<file path="config.mk">
export PLATFORM = sky130hd
export DESIGN_NAME = piso_serializer
export DESIGN_NICKNAME = d
export VERILOG_FILES = /design/src/rtl/piso_serializer.sv
export SDC_FILE = /design/constraint.sdc
export NUM_CORES = 1
export LEC_CHECK = 0
export ABC_AREA = 1
export CAP_MARGIN = 25
export CORE_ASPECT_RATIO = 0.75
export CORE_MARGIN = 2
export CORE_UTILIZATION = 45
export DETAILED_ROUTE_END_ITERATION = 16
export PLACE_DENSITY = 0.69
export SYNTH_ARGS = -nofsm -noshare
export SYNTH_HDL_FRONTEND = slang
export SYNTH_SLANG_ARGS = --single-unit
</file>
<file path="constraint.sdc">
create_clock -name clk -period 1.7 [get_ports clk]
set_clock_uncertainty 0.15 [all_clocks]
set_input_delay 0.34 -clock clk [delete_from_list [all_inputs] [get_ports clk]]
set_output_delay 0.34 -clock clk [all_outputs]
set_load 0.01 [all_outputs]
</file>
<file path="src/rtl/piso_serializer.sv">
// Parallel-in serial-out transmitter with a one-word holding buffer so that
// words can be sent back to back. Framing strobes mark the first and last bit.
module piso_serializer #(
  parameter int WIDTH     = 4,
  parameter bit MSB_FIRST = 1'b1
) (
  input  logic             clk,
  input  logic             rst,
  input  logic [WIDTH-1:0] data_in,
  input  logic             load_valid,
  output logic             load_ready,
  output logic             sout,
  output logic             sout_valid,
  output logic             sout_first,
  output logic             sout_last,
  output logic             busy
);

  localparam int CNT_W = $clog2(WIDTH + 1);

  typedef enum logic {IDLE, SHIFT} state_t;

  state_t           r_state;
  logic [WIDTH-1:0] r_shift;
  logic [WIDTH-1:0] r_hold;
  logic             r_hold_full;
  logic [CNT_W-1:0] r_cnt;
  logic             r_sout;
  logic             r_sout_vld;
  logic             r_sout_first;
  logic             r_sout_last;

  logic             w_accept;
  logic             w_last_edge;
  logic             w_load_new;
  logic             w_load_hold;
  logic             w_start;
  logic [WIDTH-1:0] w_word;

  // Bit that leaves first from a word aligned in the shift register.
  function automatic logic lead_bit(input logic [WIDTH-1:0] w);
    return MSB_FIRST ? w[WIDTH-1] : w[0];
  endfunction

  function automatic logic [WIDTH-1:0] advance(input logic [WIDTH-1:0] w);
    return MSB_FIRST ? (w << 1) : (w >> 1);
  endfunction

  assign w_accept    = load_valid && !r_hold_full;
  assign w_last_edge = (r_state == SHIFT) && (r_cnt == CNT_W'(WIDTH));
  assign w_load_hold = w_last_edge && r_hold_full;
  assign w_load_new  = w_accept && ((r_state == IDLE) || w_last_edge);
  assign w_start     = w_load_new || w_load_hold;
  assign w_word      = w_load_hold ? r_hold : data_in;

  // Control and registered serial outputs.
  always_ff @(posedge clk) begin
    if (rst) begin
      r_state      <= IDLE;
      r_hold_full  <= 1'b0;
      r_cnt        <= '0;
      r_sout       <= 1'b0;
      r_sout_vld   <= 1'b0;
      r_sout_first <= 1'b0;
      r_sout_last  <= 1'b0;
    end else if (w_start) begin
      r_state      <= SHIFT;
      r_cnt        <= CNT_W'(1);
      r_sout       <= lead_bit(w_word);
      r_sout_vld   <= 1'b1;
      r_sout_first <= 1'b1;
      r_sout_last  <= 1'b0;
      if (w_load_hold) r_hold_full <= 1'b0;
    end else if (r_state == SHIFT && !w_last_edge) begin
      r_cnt        <= r_cnt + CNT_W'(1);
      r_sout       <= lead_bit(r_shift);
      r_sout_first <= 1'b0;
      r_sout_last  <= ((r_cnt + CNT_W'(1)) == CNT_W'(WIDTH));
      if (w_accept) r_hold_full <= 1'b1;
    end else if (r_state == SHIFT) begin
      r_state      <= IDLE;
      r_cnt        <= '0;
      r_sout       <= 1'b0;
      r_sout_vld   <= 1'b0;
      r_sout_first <= 1'b0;
      r_sout_last  <= 1'b0;
    end
  end

  // Word datapath: the shift register always holds the bits not yet driven.
  always_ff @(posedge clk) begin
    if (w_start) begin
      r_shift <= advance(w_word);
    end else if (r_state == SHIFT) begin
      r_shift <= advance(r_shift);
    end
    if (r_state == SHIFT && !w_last_edge && w_accept) begin
      r_hold <= data_in;
    end
  end

  assign load_ready = !r_hold_full;
  assign busy       = (r_state == SHIFT) || r_hold_full;
  assign sout       = r_sout;
  assign sout_valid = r_sout_vld;
  assign sout_first = r_sout_first;
  assign sout_last  = r_sout_last;

endmodule

</file>
-- Yosys cells after proc, flatten, opt, wreduce, memory -nomap -nowiden
Cells that the tools add are included.
Widths: inputs -> output; s select.
- $add $sub $neg: 1
- eq/ne operators: 4
- mux-type cells: 20
- bitwise logic cells: 1
- reductions and logical operators: 19
- operators with widths (kind ; count):
    $mux 1 ; 15
    $mux 4 ; 3
    $reduce_bool 2->1 ; 4
    $eq 3x3->1 const B ; 2
    $logic_and 1x1->1 ; 6
    $mux 3 ; 2
    $ne 2x2->1 const B ; 2
    $add 3x1->3 const B ; 1
    $logic_or 1x1->1 ; 3
    $reduce_and 3->1 ; 1
    $reduce_bool 3->1 ; 1
    $logic_not 1->1 ; 2
    $reduce_and 2->1 ; 1
    $reduce_or 2->1 ; 1
    $not 1->1 ; 1
- flip-flop bits (word level): 16
- bits of input ports: 7
- output and inout port bits: 6
- word-level logic and storage cells: 55

-- Longest topological paths before layout
- depth in word-level cells: 7
- gate-level depth with buffers: 10
- mapped depth without buffers: 10

-- Worst setup path after synthesis
No wires, ideal clock.
- path type: register -> register
- start: reg r_cnt[0]
- end: reg r_hold[0], enable pin
- setup time: 0.337 ns
- data arrival time: 1.047 ns
- data required time: 1.213 ns
- path slack: 0.167 ns
- stages on the path, launching flop included: 6
- buffers on the path: 0
- clock period less this slack: 1.533 ns
- cells stage by stage: dfxtp_1 -> inv_1 -> ha_1 -> nand2_2 -> nand2_2 -> nor2_1
- longest elaborated chain between the ends: 5
- RTL lines (item ; line ; source):
    start: declaration ; 27 ; logic [CNT_W-1:0] r_cnt;
    start signal: assignment ; 75 ; r_cnt <= r_cnt + CNT_W'(1);
    $eq 3x3->1 ; 50 ; assign w_last_edge = (r_state == SHIFT) && (r_cnt == CNT_W'(WIDTH));
    $logic_and 1x1->1 ; 50 ;
    $logic_not 1->1 ; 97 ; if (r_state == SHIFT && !w_last_edge && w_accept) begin
    $logic_and 1x1->1 (2 in series) ; 97 ;
    end signal: assignment ; 98 ; r_hold <= data_in;
    end: declaration ; 25 ; logic [WIDTH-1:0] r_hold;
No other way between the ends.
A chain may end at the register's enable or synchronous reset.

-- Worst setup path in the final report
- start: reg r_sout, in the netlist sout
- end: out sout
- RTL lines (item ; line ; source):
    start: declaration ; 28 ; logic r_sout;
    start signal: assignment ; 69 ; r_sout <= lead_bit(w_word);
    start signal: assignment ; 76 ; r_sout <= lead_bit(r_shift);
    end: declaration ; 12 ; output logic sout,
No word-level cell between the ends.

==> results.cfg <==
[global_route]
use_met1_pct = 24.3
gr-usage-met3_pct = 7.09
antenna_found_initial = 0
grt_max_degree = 11
grt_pass1_vias = 524
overflow = 0
grt.met2_usage_pct = 25.0
gr-usage-all-layers_pct = 17.8
busiest_layer = met2
grt_pass1_wl_mm = 2.45

[placement]
place_congestion = 0.801
dpl.hpwl_mm = 1.20
placed_cells = 126
pre_cts_ws_ns = -0.0122
io_buffers = 12

[sta]
rsz0062_at_grt = no
slew_headroom_pct = 82.3
hold_viol_final = 0
fin_crit_ns = 1.65
fmax_ghz = 0.607
worstMarginPinSlew_ns = 0.263
worst_slack_ns = 0.0518
setup_violations = 0
period_share_pct = 97.0
final_max_slew_viol_count = 0

[clock_network]
clockRootBuffer = clkbuf_4
cts-buffers-inserted = 3
cts_max_level = 1
cts_sinks = 16
clk_latency_ns = 0.29
cts_tree = done
cts_buffer_depth = 2
clkTransAtPathRegs_ns = 0.09

[routing]
antenna_left = 0
post-route-drc-count = 0
dr.pass1.iters = 4
wl_per_cell_um = 12.2
drtIter0Drc = 20
vias = 637
viasPerCell = 4.86
totalWireLength_mm = 1.60

[logic_synthesis]
ys_ff_latch = 16
post_synth.cell_area_avg_um2 = 8.74
syn_area_um2 = 778
synth-seq-area-share_pct = 50.2
yosys_warnings = 0
synth_largest_area_cell = edfxtp_1
synth_top_area_share_pct = 27.0
synth_nets = 99
ys_types = 18
synthTopCellsByArea = edfxtp_1 27%, dfxtp_1 23%, nand2_1 9.6%
syn_inst = 89

[worst_setup_path]
crit_start = sout$_SDFFE_PP0P_
cp.arrival_ns = 1.16
end_kind = output port
crit_type = reg -> out
crit_fanout = 2
cp-start-kind = flip-flop
crit_slowest_cell = clkdlybuf4s50_1
critical-path-top-delay-family = buffers and inverters
cp.required_ns = 1.21
critPathMaxStageDelay_ns = 0.53
reg2reg_slack_ns = 0.13
cp_cell_sequence = clkdlybuf4s50_1
cp_num_buf_inv = 1
regToRegStartpoint = r_cnt[0]$_SDFFE_PP0P_

[power]
vdd_drop_max_v = 0.000581
power-per-cell-area_nw_per_um2 = 870
totalPowerFinal_mw = 0.879
power_leakage_nw = 0.486

[finish]
nets = 121
multi_input_area_um2 = 319
final_common_cell = nand2_1
area_growth_pct = 29.9
layout_common_cells = 20 x nand2_1, 16 x inv_1, 8 x clkdlybuf4s50_1, 7 x dfxtp_1, 7 x edfxtp_1
layout.cells.non_filler = 131
seq_area_um2 = 393
fill_cells = 126
final_layout_size_suffix_gt1_share_pct = 23.6
diodes = 0

[die]
io_pins = 13
row_count = 12
start_util_pct = 50.3
die_w_um = 52.0
core_um2 = 1550
die_area_um2 = 2080
die_height_um = 40.0

[hold_path]
hold_path.class = reg -> reg
min-delay-start = sout_last$_SDFFE_PP0P_

[status]
status = finished, final reports clean

[flow_run]
drv_cap = 0
stage by stage:
step	util (%)	hold slack (ns)	TNS, ns	instance area [um2]
final	65.4	0.318	0	1010
after global routing	65.4	0.355	0	1010
after CTS	63.9	0.322	0	988
after detailed placement	61.7	0.310	-0.0125	955
after global placement	61.7	0.306	0	955
after floorplan	-	0.252	0	778
metal layers:
layer / vias to the layer above / part of all wire [%]
met2: 19 / 44
met4: 0 / 0.69
li1: 327 / -
met3: 2 / 7.0
met1: 289 / 49
met5: - / 0
flip-flops by register name (all words and copies together), names as in the netlist:
register	cells
r_cnt	3
sout_first	1
r_state	1
sout	1
r_hold_full	1
sout_valid	1
r_hold	4
sout_last	1
r_shift	3
worst paths after layout:
check,endpoint,cells after the start
worst max-delay path,sout,1
worst min-delay path,sout_last$_SDFFE_PP0P_,2
worst max register to register,r_shift[2]$_DFFE_PP_,5
worst min register to register,sout_last$_SDFFE_PP0P_,2
power breakdown:
group	switching (mW)	leakage [nW]	internal, mW
clock	0.121	0.0210	0.131
combinational	0.0994	0.322	0.0775
sequential	0.0152	0.142	0.436
synth_stat cells (all sizes together):
| library cell | number |
|---|---|
| nand2 | 26 |
| inv | 19 |
| dfxtp | 9 |
| o21ai | 8 |
| edfxtp | 7 |
| nor2 | 6 |
| a21oi | 5 |
| nand3 | 4 |
| ha | 3 |
| nand4 | 1 |
| o22ai | 1 |
repair_timing:
action / 4_1_cts / 5_1_grt
buffers inserted: 0 / 1
endpoints found under the setup margin: 2 / 12
cloned: 0 / 0
hold buffers: 0 / 0
pin swaps: 0 / 1
gates resized for setup: 2 / 6
cell families after synthesis:
logic type / count (synthesis) / share of synthesized area, %
and+or+nand+nor: 37 / 24.6
adders and majority gates: 3 / 4.82
AOI/OAI and AO/OA: 14 / 10.6
DFF: 16 / 50.2
buffers and inverters: 19 / 9.81
area by class of cell:
class                      count  share of cell area [%]
clock buffer                   4                    3.59
tap                           21                    2.60
inverter                      19                    7.55
timing repair buffer          17                    15.8
multi-input combinational     54                    31.6
sequential                    16                    38.9
(Power assumes the default switching activity.)
